[src/rtl/key_seq_capture_if.sv]
// key_seq_capture_if: button/control/result bundle between the debouncer bank,
// the game FSM and the key-sequence capture unit. The master side drives buttons
// and control pulses; the slave side (the capture unit) returns the sequence.
interface key_seq_capture_if #(
  parameter int NUM_BTN = 8,
  parameter int MAX_LEN = 8,
  parameter int KEY_W   = 4,
  parameter int CNT_W   = $clog2(MAX_LEN + 1)
);
  logic [NUM_BTN-1:0]       btn_clean;
  logic                     arm;
  logic                     abort;
  logic [CNT_W-1:0]         len_k;
  logic                     time_up;
  logic                     done_ack;
  logic [KEY_W-1:0]         key_code;
  logic                     key_valid;
  logic [MAX_LEN*KEY_W-1:0] seq_out;
  logic [CNT_W-1:0]         seq_cnt;
  logic                     done;
  logic [1:0]               result;
  logic                     collision;

  modport master (
    output btn_clean, arm, abort, len_k, time_up, done_ack,
    input  key_code, key_valid, seq_out, seq_cnt, done, result, collision
  );

  modport slave (
    input  btn_clean, arm, abort, len_k, time_up, done_ack,
    output key_code, key_valid, seq_out, seq_cnt, done, result, collision
  );
endinterface

[src/rtl/key_seq_capture.sv]
// key_seq_capture: turns debounced button levels into rising-edge key codes
// (button b -> code b+1) and packs up to MAX_LEN of them into seq_out.
// Finishes on reaching the armed length, on the global round timer, or on an
// inter-key idle timeout (TIMEOUT_CYC > 0); done is held until done_ack.
// Optional feature macro: KEY_BACKSPACE_EN -- the highest-index button acts as
// backspace instead of producing code NUM_BTN.
module key_seq_capture #(
  parameter int NUM_BTN     = 8,
  parameter int MAX_LEN     = 8,
  parameter int KEY_W       = 4,
  parameter int TIMEOUT_CYC = 0
) (
  input logic              clk,
  input logic              rst,
  key_seq_capture_if.slave bus
);
  localparam int CNT_W = $clog2(MAX_LEN + 1);
  localparam int IDX_W = $clog2(NUM_BTN);
  localparam int TMR_W = (TIMEOUT_CYC > 0) ? $clog2(TIMEOUT_CYC + 1) : 1;
  localparam logic [TMR_W-1:0] TMR_MAX = {TMR_W{1'b1}};
  localparam logic [TMR_W-1:0] TMR_LIM = TMR_W'(TIMEOUT_CYC);

  localparam logic [1:0] RES_NONE = 2'b00;
  localparam logic [1:0] RES_DONE = 2'b01;
  localparam logic [1:0] RES_GTO  = 2'b10;
  localparam logic [1:0] RES_ITO  = 2'b11;

  typedef enum logic [1:0] {
    ST_IDLE    = 2'd0,
    ST_CAPTURE = 2'd1,
    ST_DONE    = 2'd2
  } state_t;

  state_t                   state_q, state_d;
  logic [NUM_BTN-1:0]       btn_prev_q, btn_prev_d;
  logic [CNT_W-1:0]         len_lat_q, len_lat_d;
  logic [MAX_LEN*KEY_W-1:0] seq_q, seq_d;
  logic [CNT_W-1:0]         cnt_q, cnt_d;
  logic [KEY_W-1:0]         key_code_q, key_code_d;
  logic                     key_valid_q, key_valid_d;
  logic                     done_q, done_d;
  logic [1:0]               result_q, result_d;
  logic                     collision_q, collision_d;
  logic [TMR_W-1:0]         idle_q, idle_d;

  logic [NUM_BTN-1:0] edge_s;
  logic               any_edge_s;
  logic               multi_edge_s;
  logic [IDX_W-1:0]   low_idx_s;
  logic [KEY_W-1:0]   code_s;
  logic               is_bksp_s;
  logic               accept_key_s;
  logic               final_s;
  logic               idle_hit_s;
  logic [TMR_W-1:0]   idle_inc_s;
  logic [CNT_W-1:0]   len_clamp_s;

  assign edge_s       = bus.btn_clean & ~btn_prev_q;
  assign any_edge_s   = |edge_s;
  assign multi_edge_s = |(edge_s & (edge_s - NUM_BTN'(1)));
  assign code_s       = KEY_W'(low_idx_s) + KEY_W'(1);
  assign accept_key_s = any_edge_s && !is_bksp_s;
  assign final_s      = (cnt_q + CNT_W'(1)) == len_lat_q;
  assign idle_hit_s   = (TIMEOUT_CYC != 0) && (idle_q == TMR_LIM);
  assign idle_inc_s   = (idle_q == TMR_MAX) ? idle_q : idle_q + TMR_W'(1);
  assign len_clamp_s  = (bus.len_k > CNT_W'(MAX_LEN)) ? CNT_W'(MAX_LEN) : bus.len_k;

`ifdef KEY_BACKSPACE_EN
  // Backspace wins only when it is the lowest-index edge this cycle.
  assign is_bksp_s = any_edge_s && (low_idx_s == IDX_W'(NUM_BTN - 1));
`else
  assign is_bksp_s = 1'b0;
`endif

  // Lowest set edge index: scanning downward leaves the smallest index last.
  always_comb begin
    low_idx_s = '0;
    for (int i = NUM_BTN - 1; i >= 0; i--) begin
      low_idx_s = edge_s[i] ? IDX_W'(i) : low_idx_s;
    end
  end

  // State register.
  always_ff @(posedge clk) begin
    if (rst) begin
      state_q <= ST_IDLE;
    end else begin
      state_q <= state_d;
    end
  end

  // Next-state logic: abort beats arm, both beat anything the state would do.
  always_comb begin
    state_d = state_q;
    if (bus.abort) begin
      state_d = ST_IDLE;
    end else if (bus.arm) begin
      state_d = (len_clamp_s == '0) ? ST_DONE : ST_CAPTURE;
    end else begin
      case (state_q)
        ST_IDLE:    state_d = ST_IDLE;
        ST_CAPTURE: begin
          if (bus.time_up || idle_hit_s || (accept_key_s && final_s)) begin
            state_d = ST_DONE;
          end else begin
            state_d = ST_CAPTURE;
          end
        end
        ST_DONE:    state_d = bus.done_ack ? ST_IDLE : ST_DONE;
        default:    state_d = ST_IDLE;
      endcase
    end
  end

  // Output/datapath next values; DONE and IDLE leave everything frozen.
  always_comb begin
    btn_prev_d  = bus.btn_clean;
    len_lat_d   = len_lat_q;
    seq_d       = seq_q;
    cnt_d       = cnt_q;
    key_code_d  = key_code_q;
    key_valid_d = 1'b0;
    done_d      = done_q;
    result_d    = result_q;
    collision_d = collision_q;
    idle_d      = idle_q;
    if (bus.abort) begin
      done_d   = 1'b0;
      result_d = RES_NONE;
    end else if (bus.arm) begin
      len_lat_d   = len_clamp_s;
      seq_d       = '0;
      cnt_d       = '0;
      key_code_d  = '0;
      collision_d = 1'b0;
      idle_d      = '0;
      done_d      = (len_clamp_s == '0);
      result_d    = (len_clamp_s == '0) ? RES_DONE : RES_NONE;
    end else begin
      case (state_q)
        ST_CAPTURE: begin
          if (bus.time_up) begin
            done_d   = 1'b1;
            result_d = RES_GTO;
          end else if (idle_hit_s) begin
            done_d   = 1'b1;
            result_d = RES_ITO;
          end else if (is_bksp_s) begin
            if (cnt_q != '0) begin
              for (int i = 0; i < MAX_LEN; i++) begin
                seq_d[i*KEY_W +: KEY_W] = (CNT_W'(i) == cnt_q - CNT_W'(1)) ?
                                          KEY_W'(0) : seq_q[i*KEY_W +: KEY_W];
              end
              cnt_d  = cnt_q - CNT_W'(1);
              idle_d = '0;
            end else begin
              idle_d = idle_inc_s;
            end
          end else if (accept_key_s) begin
            for (int i = 0; i < MAX_LEN; i++) begin
              seq_d[i*KEY_W +: KEY_W] = (CNT_W'(i) == cnt_q) ?
                                        code_s : seq_q[i*KEY_W +: KEY_W];
            end
            cnt_d       = cnt_q + CNT_W'(1);
            key_code_d  = code_s;
            key_valid_d = 1'b1;
            idle_d      = '0;
            collision_d = collision_q | multi_edge_s;
            if (final_s) begin
              done_d   = 1'b1;
              result_d = RES_DONE;
            end else begin
              done_d   = done_q;
            end
          end else begin
            idle_d = idle_inc_s;
          end
        end
        ST_DONE: begin
          if (bus.done_ack) begin
            done_d = 1'b0;
          end else begin
            done_d = done_q;
          end
        end
        ST_IDLE: idle_d = idle_q;
        default: idle_d = idle_q;
      endcase
    end
  end

  // Datapath registers.
  always_ff @(posedge clk) begin
    if (rst) begin
      btn_prev_q  <= '0;
      len_lat_q   <= '0;
      seq_q       <= '0;
      cnt_q       <= '0;
      key_code_q  <= '0;
      key_valid_q <= 1'b0;
      done_q      <= 1'b0;
      result_q    <= RES_NONE;
      collision_q <= 1'b0;
      idle_q      <= '0;
    end else begin
      btn_prev_q  <= btn_prev_d;
      len_lat_q   <= len_lat_d;
      seq_q       <= seq_d;
      cnt_q       <= cnt_d;
      key_code_q  <= key_code_d;
      key_valid_q <= key_valid_d;
      done_q      <= done_d;
      result_q    <= result_d;
      collision_q <= collision_d;
      idle_q      <= idle_d;
    end
  end

  assign bus.key_code  = key_code_q;
  assign bus.key_valid = key_valid_q;
  assign bus.seq_out   = seq_q;
  assign bus.seq_cnt   = cnt_q;
  assign bus.done      = done_q;
  assign bus.result    = result_q;
  assign bus.collision = collision_q;
endmodule

[src/flat_wrapper.sv]
// flat-port wrapper written by rule: the top's interface ports become plain ports
module key_seq_capture_flat 
#(
  parameter int NUM_BTN     = 8,
  parameter int MAX_LEN     = 8,
  parameter int KEY_W       = 4,
  parameter int TIMEOUT_CYC = 0
)
  (clk, rst, bus_btn_clean, bus_arm, bus_abort, bus_len_k, bus_time_up, bus_done_ack, bus_key_code, bus_key_valid, bus_seq_out, bus_seq_cnt, bus_done, bus_result, bus_collision);
  key_seq_capture_if #(.NUM_BTN(NUM_BTN), .MAX_LEN(MAX_LEN), .KEY_W(KEY_W)) bus_i ();
  input logic clk;
  input logic rst;
  input wire logic [$bits(bus_i.btn_clean)-1:0] bus_btn_clean;
  input wire logic [$bits(bus_i.arm)-1:0] bus_arm;
  input wire logic [$bits(bus_i.abort)-1:0] bus_abort;
  input wire logic [$bits(bus_i.len_k)-1:0] bus_len_k;
  input wire logic [$bits(bus_i.time_up)-1:0] bus_time_up;
  input wire logic [$bits(bus_i.done_ack)-1:0] bus_done_ack;
  output wire logic [$bits(bus_i.key_code)-1:0] bus_key_code;
  output wire logic [$bits(bus_i.key_valid)-1:0] bus_key_valid;
  output wire logic [$bits(bus_i.seq_out)-1:0] bus_seq_out;
  output wire logic [$bits(bus_i.seq_cnt)-1:0] bus_seq_cnt;
  output wire logic [$bits(bus_i.done)-1:0] bus_done;
  output wire logic [$bits(bus_i.result)-1:0] bus_result;
  output wire logic [$bits(bus_i.collision)-1:0] bus_collision;
  assign bus_i.btn_clean = bus_btn_clean;
  assign bus_i.arm = bus_arm;
  assign bus_i.abort = bus_abort;
  assign bus_i.len_k = bus_len_k;
  assign bus_i.time_up = bus_time_up;
  assign bus_i.done_ack = bus_done_ack;
  assign bus_key_code = bus_i.key_code;
  assign bus_key_valid = bus_i.key_valid;
  assign bus_seq_out = bus_i.seq_out;
  assign bus_seq_cnt = bus_i.seq_cnt;
  assign bus_done = bus_i.done;
  assign bus_result = bus_i.result;
  assign bus_collision = bus_i.collision;
  key_seq_capture #(.NUM_BTN(NUM_BTN), .MAX_LEN(MAX_LEN), .KEY_W(KEY_W), .TIMEOUT_CYC(TIMEOUT_CYC)) u_core (.clk(clk), .rst(rst), .bus(bus_i));
endmodule
[config.mk]
export PLATFORM = sky130hd
export DESIGN_NAME = key_seq_capture_flat
export DESIGN_NICKNAME = d
export VERILOG_FILES = /design/src/rtl/key_seq_capture_if.sv /design/src/rtl/key_seq_capture.sv /design/src/flat_wrapper.sv
export SDC_FILE = /design/constraint.sdc
export NUM_CORES = 1
export LEC_CHECK = 0
export ABC_CLOCK_PERIOD_IN_PS = 6500
export BUFFER_PORTS_ARGS = -buffer_cell sky130_fd_sc_hd__clkbuf_2
export CORE_MARGIN = 5
export CORE_UTILIZATION = 54
export DETAILED_ROUTE_END_ITERATION = 16
export MAX_ROUTING_LAYER = met4
export PLACE_DENSITY = 0.8
export SLEW_MARGIN = 30
export SYNTH_ARGS = -nofsm -noshare
export SYNTH_HDL_FRONTEND = slang
export SYNTH_SLANG_ARGS = --single-unit
[constraint.sdc]
create_clock -name clk -period 6.5 [get_ports clk]
set_clock_uncertainty 0.1 [all_clocks]
set_input_delay 0.975 -clock clk [delete_from_list [all_inputs] [get_ports clk]]
set_output_delay 0.975 -clock clk [all_outputs]
set_load 0.01 [all_outputs]
==> metrics.md, run 1 <==
| Metric | Value |
|---|---|
| Outcome | `completed` |
| Pwr Density | `217 nW/um2` |
| DR DRC count | `0` |
| Reg-to-Reg End | `u_core.bus.seq_out[18]` |
| Most frequent cells in the layout | `62 x clkbuf_2, 59 x dfxtp_1, 29 x nand3_1` |
| Post-Syn Area per Cell | `8.93 um2` |
| Chip Width | `~82 um` |
| CTS sink cnt | `a little under 60` |
| Num rows | `26` |
| GR Overflow Total | `0` |
| Hold depth | `2` |
| Worst reg2reg path depth | `8` |
| Commonest non-fill, non-tap cell in the layout | `clkbuf_2` |
| Tcrit/Tclk final | `41.8%` |
| Skew-Pair Late Insertion Delay | `about 330 ps` |
| CTS tree | `yes` |
| Initial drt markers | `219` |
| Actual slew at the worst max-slew pin | `801 ps` |
| GP Congestion | `approximately 0.86` |
| Die Height | `82.2 um` |
| Via Count | `2,650` |
| R2r startpoint | `u_core.btn_prev_q[3]` |
| Max Buffers Root-to-Sink | `2` |
| Final Util | `65.0%` |
| Leak Pwr | `between 1 and 1.5 nW` |
| Busiest grt layer | `met2` |
| Worst slew margin | `46.6%` |
| Multi-input gate area | `1540 um2` |
| Ys Warns | `0` |
| Worst R2R Setup Slack | `4190 ps` |
| Worst VDD drop | `around 0.00016 V` |
| Final nets | `399` |
| Drt first pass iters | `5` |
| Final Hold Viols | `0` |
| DP Area | `3150 um2` |
| Final-report setup violation count | `0` |
| Mapped Cells | `315` |
| Seq cells post-synth | `59` |
| CP arrival | `2900 ps` |
| Met2 usage | `34.0%` |
| Number of global-route vias before repair | `about 2,500` |
| Post-Route WL | `7270 um` |
| Total power | `0.717 mW` |
| Met1 usage | `30.1%` |
| Share of layout cells above drive strength 1 | `22.1%` |
| # diodes | `0` |
| Top area cells in the synthesized netlist | `dfxtp_1 42%, nand3_1 5.2%, a21oi_1 5.0%` |
| Pin count of the biggest net entering global routing | `41` |
| Crit end category | `flip-flop` |
| Port Buffers | `62` |
| Setup Fix Bufs, Post-CTS | `0` |
| Hold WC Path Type | `flip-flop to flip-flop` |
| CTS clk-pin slew, worst paths | `roughly 60 ps` |
| Max Cap Viol | `0` |
| Post-synth top area share | `42.0%` |
| Synth async-reset ratio | `0%` |
| First-pass GRT wire length | `11,800 um` |
| Period minus WS final | `2720 ps` |
| P&R area growth vs syn | `17.4%` |
| Io pins | `63` |
| Flip-flop and latch area | `1180 um2` |
| Fill cell count | `456` |
| Pins Over Slew Limit | `0` |
| H-tree depth | `3` |
| DR WL/cell | `roughly 16 um` |
| Via-per-instance ratio | `5.94` |
| Library cells used by synthesis | `51` |
| Starting Density | `55.4%` |
| Global routing usage on met3 | `around 6.5%` |
| Synth Flop Type | `dfxtp_1` |
| Hold Crit Start | `u_core.bus.seq_out[9]` |
| Startpoint type of the worst setup path | `input port` |
| Fmax | `368 MHz` |
| Cts hold-fix bufs | `0` |
| Synthesized cell area | `2810 um2` |
| Core area | `5070 um2` |
| WS Path Type | `input port to flip-flop` |
| RSZ-0062 raised after global routing | `false` |
| Hold endpoint | `u_core.bus.seq_out[9]` |
| Crit Path Max Fanout | `13` |
| Post-CTS sizing | `0` |
| Initial antenna violation count | `0` |
| Register area share after synthesis | `42.0%` |
| Clk root buf | `clkbuf_8` |
| Syn nets | `340` |
| Setup TNS | `0 ps` |
| Overall Global Routing Usage | `23.5%` |
| Worst EP required | `6680 ps` |
| DP HPWL | `between 5000 and 6000 um` |
| Final ANT Viol Nets | `0` |
| CTS Buf Count | `9` |
| Cell area after layout | `3300 um2` |
| EDFF count, synth | `0` |
| Yosys top cell by area | `dfxtp_1` |
| Die area | `6750 um2` |
-- state kept, by name, summed over array words and instances, names as in the netlist --
signal,count
u_core.bus.seq_cnt,4
u_core.bus.seq_out,32
u_core.bus.result,2
u_core.bus.done,1
u_core.bus.key_code,4
u_core.btn_prev_q,8
u_core.bus.key_valid,1
u_core.bus.collision,1
u_core.len_lat_q,4
u_core.state_q,2
-- synth_stat cells (4+ instances only) --
master	count
mux2i_1	4
a41o_1	5
a32o_1	6
clkbuf_1	11
nand4_1	12
nand2_1	11
inv_1	6
ha_1	7
o21ai_1	4
nor2_1	21
nand2b_1	10
a21oi_1	28
a21o_1	7
a2111oi_1	4
o21ai_0	19
nor2b_1	17
nand3_1	29
xnor2_1	5
dfxtp_1	59
-- report_power, final --
part / switching, mW / internal, mW
Combinational: 0.0493 / 0.0256
Sequential: 0.00294 / 0.367
Clock: 0.129 / 0.143
-- routing by layer --
layer,share of wire (%),vias up
li1,-,1290
met1,47,1227
met2,44,113
met3,7.5,20
met4,2.4,0
met5,0,-
-- worst max-delay path by stage --
stage / start / endpoint / slack, ps / cells past startpoint
2_1_floorplan: bus_btn_clean[3] / u_core.bus.seq_out[30] / 3660 / 8
3_3_place_gp: bus_btn_clean[3] / u_core.bus.seq_out[18] / 3500 / 9
3_5_place_dp: bus_btn_clean[3] / u_core.bus.seq_out[6] / 3450 / 9
4_1_cts: bus_btn_clean[3] / u_core.bus.seq_out[18] / 3800 / 9
5_1_grt: bus_arm / u_core.bus.collision / 3580 / 6
6_report: bus_btn_clean[1] / u_core.bus.seq_cnt[2] / 3780 / 6
-- worst max-delay path, cell delays in order --
cell	delay, ps
clkbuf_2	90
nor2b_2	180
nor4_4	710
a21boi_1	310
a2111oi_0	470
a41o_1	140
-- kinds of logic (layout without fill, tap and decap cells) --
| family | Yosys count | count (layout) | synth area share (%) |
|---|---|---|---|
| buf+inv | 22 | 83 | 3.34 |
| mux | 4 | 4 | 1.42 |
| xor+xnor | 7 | 7 | 2.18 |
| flops | 59 | 59 | 42.0 |
| fa+ha+maj | 7 | 7 | 3.12 |
| compound gates | 89 | 89 | 21.1 |
| simple gates | 127 | 127 | 26.9 |
-- through the flow --
step	hold slack [ps]	cells	worst slack, ps
finish	370	446	3780
global route	396	446	3580
CTS	368	446	3800
detailed placement	351	433	3450
global placement	352	433	3500
floorplan	348	315	3660
-- layout make-up --
cell class | instances | area share [%]
Clock buffer | 13 | 4.51
Multi-Input combinational cell | 234 | 46.6
Inverter | 7 | 0.796
Sequential cell | 59 | 35.8
Timing Repair Buffer | 63 | 9.63
Tap cell | 70 | 2.65
No activity file was read; power rests on OpenSTA's default activity.
==> inputs of run 2 (changes only) <==
--- a/config.mk
+++ b/config.mk
@@ -5,13 +5,13 @@
 export SDC_FILE = /design/constraint.sdc
 export NUM_CORES = 1
 export LEC_CHECK = 0
-export ABC_CLOCK_PERIOD_IN_PS = 6500
+export ABC_CLOCK_PERIOD_IN_PS = 2400
 export BUFFER_PORTS_ARGS = -buffer_cell sky130_fd_sc_hd__clkbuf_2
 export CORE_MARGIN = 5
-export CORE_UTILIZATION = 54
+export CORE_UTILIZATION = 48
 export DETAILED_ROUTE_END_ITERATION = 16
 export MAX_ROUTING_LAYER = met4
-export PLACE_DENSITY = 0.8
+export PLACE_DENSITY = 0.75
 export SLEW_MARGIN = 30
 export SYNTH_ARGS = -nofsm -noshare
 export SYNTH_HDL_FRONTEND = slang
==> constraint.sdc (replaced) <==
create_clock -name clk -period 2.4 [get_ports clk]
set_clock_uncertainty 0.1 [all_clocks]
set_input_delay 0.36 -clock clk [delete_from_list [all_inputs] [get_ports clk]]
set_output_delay 0.36 -clock clk [all_outputs]
set_load 0.01 [all_outputs]
==> metrics.md, run 2 (same netlist as run 1, synthesis figures left out) <==
| Metric | Value |
|---|---|
| Outcome | `completed` |
| First-pass GRT wire length | `12,300 um (+3.6%)` |
| Flip-flop and latch area | `1180 um2 (unchanged)` |
| Initial drt markers | `220 (+0.46%)` |
| Hold endpoint | `u_core.btn_prev_q[1]` |
| Initial antenna violation count | `0 (unchanged)` |
| Io pins | `63 (unchanged)` |
| DR WL/cell | `16.1 um (-1.2%)` |
| Total power | `2.20 mW (+210%)` |
| Setup Fix Bufs, Post-CTS | `0 (unchanged)` |
| R2r startpoint | `u_core.btn_prev_q[3]` |
| Fmax | `460 MHz` |
| Final-report setup violation count | `0 (unchanged)` |
| CP cell instances | `and2b_1, nor3_1, a211oi_1, ha_1, or3_4, a2111oi_1, a41o_1` |
| Pins Over Slew Limit | `0 (unchanged)` |
| Die area | `7490 um2 (+11%)` |
| GP Congestion | `0.955 (+11%)` |
| Via Count | `2,721 (+2.7%)` |
| Worst VDD drop | `0.000307 V (+96%)` |
| NetSw | `0.541 mW (+200%)` |
| Actual slew at the worst max-slew pin | `731 ps (-70.1 ps)` |
| Commonest non-fill, non-tap cell in the layout | `clkbuf_2` |
| Num rows | `27 (+3.8%)` |
| Core area | `5610 um2 (+11%)` |
| RSZ-0062 raised after global routing | `true` |
| Clk pwr share | `44.1% (+6.2 points)` |
| Starting Density | `50.1% (-5.3 points)` |
| Final Hold Viols | `0 (unchanged)` |
| P_int | `1.65 mW (+210%)` |
| Cts hold-fix bufs | `0 (unchanged)` |
| H-tree depth | `3 (unchanged)` |
| Multi-input gate area | `1550 um2 (+0.65%)` |
| Number of global-route vias before repair | `2,525 (+0.32%)` |
| DR DRC count | `0 (unchanged)` |
| CTS tree | `yes` |
| Hold depth | `2 (unchanged)` |
| Pin count of the biggest net entering global routing | `34 (-17%)` |
| Final hold slack | `158 ps (-211 ps)` |
| # diodes | `0 (unchanged)` |
| Clk root buf | `clkbuf_8` |
| Final nets | `417 (+4.5%)` |
| Post-Route WL | `7550 um (+3.9%)` |
| Worst slew margin | `51.2% (+4.6 points)` |
| Die Height | `86.5 um (+5.3%)` |
| Logic pwr share | `10.3% (about the same)` |
| Most frequent cells in the layout | `62 x clkbuf_2, 59 x dfxtp_1, 29 x nand3_1` |
| Worst reg2reg path depth | `7 (-1)` |
| WS Path Type | `flip-flop to flip-flop` |
| Crit end category | `flip-flop` |
| Reg-to-Reg End | `u_core.bus.seq_out[26]` |
| Crit-path max cell delay | `460 ps (-250 ps)` |
| Hold WC Path Type | `input port to flip-flop` |
| P&R area growth vs syn | `24.7%` |
| Fill cell count | `513 (+13%)` |
| Leak Pwr | `1.48 nW (+9.1%)` |
| CTS sink cnt | `59 (unchanged)` |
| Worst EP required | `2580 ps (-4100 ps)` |
| Flop pwr share | `45.6% (-6.0 points)` |
| Skew-Pair Late Insertion Delay | `340 ps (about the same)` |
| CP max-delay cell | `a2111oi_1` |
| DP HPWL | `5510 um (+5.4%)` |
| GR Overflow Total | `0 (unchanged)` |
| Period minus WS final | `2170 ps` |
| Worst R2R Setup Slack | `230 ps (-3960 ps)` |
| Post-CTS sizing | `0 (unchanged)` |
| CTS clk-pin slew, worst paths | `70 ps (about the same)` |
| CTS Buf Count | `9 (unchanged)` |
| Startpoint type of the worst setup path | `flip-flop` |
| Max Cap Viol | `0 (unchanged)` |
| CP arrival | `2360 ps (-540 ps)` |
| Drt first pass iters | `4 (-1)` |
| Overall Global Routing Usage | `21.2% (-2.3 points)` |
| Switching Fraction | `24.6% (-0.65 points)` |
| Port Buffers | `62 (unchanged)` |
| Max reg flops | `32 (unchanged)` |
| Pwr Density | `626 nW/um2 (+190%)` |
| Chip Width | `86.5 um (+5.3%)` |
| Via-per-instance ratio | `5.80 (-2.4%)` |
| Max Buffers Root-to-Sink | `2 (unchanged)` |
| Hold Crit Start | `bus_btn_clean[1]` |
| Crit Path Max Fanout | `5 (-8)` |
| Share of layout cells above drive strength 1 | `26.4% (+4.4 points)` |
| Tcrit/Tclk final | `90.6%` |
| Final ANT Viol Nets | `0 (unchanged)` |
==> run 2: how the worst max path moves through the flow <==
stage	from	to	slack, ps
2_1_floorplan	bus_btn_clean[3]	u_core.bus.seq_out[30]	170
3_5_place_dp	bus_btn_clean[1]	u_core.bus.seq_out[14]	90
5_1_grt	u_core.btn_prev_q[1]	u_core.bus.seq_out[18]	-4
4_1_cts	u_core.bus.seq_cnt[1]	u_core.state_q[1]	190
3_3_place_gp	bus_btn_clean[1]	u_core.bus.seq_out[18]	110
6_report	u_core.btn_prev_q[3]	u_core.bus.seq_out[26]	230
==> run 2: area by class of cell <==
| cell class | instances | share of cell area [%] |
|---|---|---|
| flip-flops and latches | 59 | 33.7 |
| inverters | 7 | 0.749 |
| well taps | 72 | 2.57 |
| clock buffers | 10 | 3.64 |
| multi-input cells | 234 | 44.2 |
| repair buffers | 81 | 12.9 |
| clock inverters | 6 | 2.28 |
==> run 2: critical path, delay by kind of cell, from the launching register on <==
kind | cells | cell delay [ps]
fa+ha+maj | 1 | 210
compound gates | 3 | 690
flops | 1 | 310
simple gates | 3 | 830
==> run 2: power by group through the flow <==
stage,sequential [mW],combinational [mW],clock (mW)
final,1.00,0.226,0.968
after global routing,1.00,0.247,1.03
after CTS,1.00,0.221,0.971
after detailed placement,1.02,0.220,0
after global placement,1.02,0.218,0
after floorplan,1.02,0.140,0
==> run 2: per-stage QoR <==
step                setup WS, ps  util, %  instances  cell area [um2]  setup TNS, ps
global placement             106     58.6        453             3290              0
global route               -4.33     62.5        469             3510          -4.33
CTS                          186     62.3        469             3490              0
finish                       225     62.5        469             3510              0
floorplan                    170        -        315             2810              0
detailed placement          89.5     58.6        453             3290              0
==> run 2: layer usage <==
| layer | vias up | share of wire, % | GRT usage, % |
|---|---|---|---|
| met1 | 1288 | 48 | 29.2 |
| li1 | 1327 | - | - |
| met2 | 90 | 44 | 30.6 |
| met5 | - | 0 | - |
| met3 | 16 | 5.9 | 3.80 |
| met4 | 0 | 1.8 | 8.64 |
==> inputs of run 3 (changes only) <==
--- a/config.mk
+++ b/config.mk
@@ -6,12 +6,12 @@
 export NUM_CORES = 1
 export LEC_CHECK = 0
 export ABC_CLOCK_PERIOD_IN_PS = 2400
-export BUFFER_PORTS_ARGS = -buffer_cell sky130_fd_sc_hd__clkbuf_2
 export CORE_MARGIN = 5
-export CORE_UTILIZATION = 48
+export CORE_UTILIZATION = 54
 export DETAILED_ROUTE_END_ITERATION = 16
+export DONT_BUFFER_PORTS = 1
 export MAX_ROUTING_LAYER = met4
-export PLACE_DENSITY = 0.75
+export PLACE_DENSITY = 0.72
 export SLEW_MARGIN = 30
 export SYNTH_ARGS = -nofsm -noshare
 export SYNTH_HDL_FRONTEND = slang
==> constraint.sdc (replaced) <==
create_clock -name clk -period 2.4 [get_ports clk]
set_clock_uncertainty 0.1 [all_clocks]
set_input_delay 0.36 -clock clk [delete_from_list [all_inputs] [get_ports clk]]
set_output_delay 0.36 -clock clk [all_outputs]
set_load 0.05 [all_outputs]
==> metrics.md, run 3 (same netlist as run 1, synthesis figures left out) <==
| Metric | Value |
|---|---|
| Outcome | `completed` |
| Drt first pass iters | `4 (unchanged)` |
| Actual slew at the worst max-slew pin | `622 ps (-109 ps)` |
| Num rows | `26 (-3.7%)` |
| Final Hold Viols | `0 (unchanged)` |
| Worst slew margin | `58.4% (+7.1 points)` |
| H-tree depth | `3 (unchanged)` |
| Chip Width | `82.2 um (-5.1%)` |
| Commonest non-fill, non-tap cell in the layout | `dfxtp_1` |
| Setup TNS | `0 ps (unchanged)` |
| Leak Pwr | `1.21 nW (-18%)` |
| Overall Global Routing Usage | `24.2% (+3.0 points)` |
| Pin count of the biggest net entering global routing | `28 (-18%)` |
| DP HPWL | `5160 um (-6.3%)` |
| WS Path Type | `flip-flop to flip-flop` |
| Io pins | `63 (unchanged)` |
| Port Buffers | `0 (-100%)` |
| Most frequent cells in the layout | `59 x dfxtp_1, 29 x nand3_1, 28 x a21oi_1` |
| Starting Density | `55.4% (+5.3 points)` |
| Core area | `5070 um2 (-9.5%)` |
| Final ANT Viol Nets | `0 (unchanged)` |
| Initial antenna violation count | `0 (unchanged)` |
| Worst setup margin | `162 ps (-63.1 ps)` |
| Max Buffers Root-to-Sink | `2 (unchanged)` |
| Clk pwr share | `46.1% (+2.0 points)` |
| Worst EP required | `2590 ps (about the same)` |
| Die Height | `82.2 um (-5.1%)` |
| Tcrit/Tclk final | `93.2% (+2.6 points)` |
| Period minus WS final | `2240 ps (+63.1 ps)` |
| GP Congestion | `0.854 (-11%)` |
| Post-Route WL | `7380 um (-2.2%)` |
| Place WS | `162 ps (+72.5 ps)` |
| CP arrival | `2430 ps (+70 ps)` |
| DR DRC count | `0 (unchanged)` |
| GR Overflow Total | `0 (unchanged)` |
| Initial drt markers | `176 (-20%)` |
| Logic pwr share | `8.6% (-1.7 points)` |
| RSZ-0062 raised after global routing | `false` |
| Final nets | `358 (-14%)` |
| Setup Fix Bufs, Post-CTS | `0 (unchanged)` |
| First-pass GRT wire length | `12,000 um (-2.4%)` |
| Via-per-instance ratio | `6.12 (+5.5%)` |
| Crit Path Max Fanout | `5 (unchanged)` |
| Cts hold-fix bufs | `4 (+4)` |
| CTS sink cnt | `59 (unchanged)` |
| P&R area growth vs syn | `14.9%` |
| CTS Buf Count | `9 (unchanged)` |
| Hold WC Path Type | `input port to flip-flop` |
| CTS clk-pin slew, worst paths | `70 ps (about the same)` |
| Final-report setup violation count | `0 (unchanged)` |
| Final Util | `63.6% (+1.1 points)` |
| Skew-Pair Late Insertion Delay | `340 ps (about the same)` |
| Number of global-route vias before repair | `2,447 (-3.1%)` |
| Share of layout cells above drive strength 1 | `12.7% (-14 points)` |
| NetSw | `0.539 mW (-0.42%)` |
| Post-CTS sizing | `0 (unchanged)` |
| Switching Fraction | `24.0% (-0.64 points)` |
| Die area | `6750 um2 (-9.9%)` |
| P_int | `1.71 mW (+3.1%)` |
| Pwr Density | `695 nW/um2 (+11%)` |
| Total power | `2.25 mW (+2.2%)` |
| Via Count | `2,497 (-8.2%)` |
| Fmax | `447 MHz (-2.8%)` |
| Pins Over Slew Limit | `0 (unchanged)` |
| Worst VDD drop | `0.000468 V (+52%)` |
| Startpoint type of the worst setup path | `flip-flop` |
| DR WL/cell | `18.1 um (+12%)` |
| Max Cap Viol | `0 (unchanged)` |
| # diodes | `0 (unchanged)` |
| Crit end category | `flip-flop` |
| Flop pwr share | `45.3% (-0.3 points)` |
| Max reg flops | `32 (unchanged)` |
| CTS tree | `yes` |
| Fill cell count | `465 (-9.4%)` |
| Clk root buf | `clkbuf_8` |
==> run 3: critical path, cell delays in order, from the launching register on <==
cell and delay, ps:
dfxtp_1 320, and2b_1 240, nor2_1 160, a21boi_0 120
ha_1 230, or3_4 410, a2111oi_1 470, a41o_1 140
==> run 3: routing by layer <==
layer,vias up,share of wire (%),global-route usage (%)
met2,96,45,37.2
met3,22,8.8,8.03
met4,0,2.7,9.47
met1,1169,43,29.3
li1,1210,-,-
met5,-,0,-
==> run 3: path summary, 6_finish.rpt <==
check                        from                endpoint  slack, ps  cells after the start
min reg2reg   u_core.len_lat_q[3]     u_core.len_lat_q[3]        400                      2
min              bus_btn_clean[1]    u_core.btn_prev_q[1]         50                      1
max reg2reg  u_core.btn_prev_q[3]  u_core.bus.seq_out[26]        160                      7
max          u_core.btn_prev_q[3]  u_core.bus.seq_out[26]        160                      7
==> run 3: final cells by class <==
class	instances	area (um2)	share of cell area, %
Multi-Input combinational cell	234	1540	47.6
Tap cell	70	87.6	2.71
Clock buffer	12	155	4.80
Clock inverter	4	72.6	2.25
Timing Repair Buffer	22	170	5.27
Sequential cell	59	1180	36.6
Inverter	7	26.3	0.814
==> run 3: through the flow <==
step	hold slack, ps	area, um2	cells
floorplan	339	2810	315
global placement	335	2970	388
detailed placement	337	2970	388
CTS	47.2	3230	408
global route	33.3	3230	408
finish	46.1	3230	408
==> run 3: power groups by stage <==
stage	sequential [mW]	clock, mW	combinational [mW]
after floorplan	1.04	0	0.140
after global placement	1.04	0	0.175
after detailed placement	1.04	0	0.177
after CTS	1.02	1.04	0.191
after global routing	1.02	1.09	0.211
final	1.02	1.03	0.194
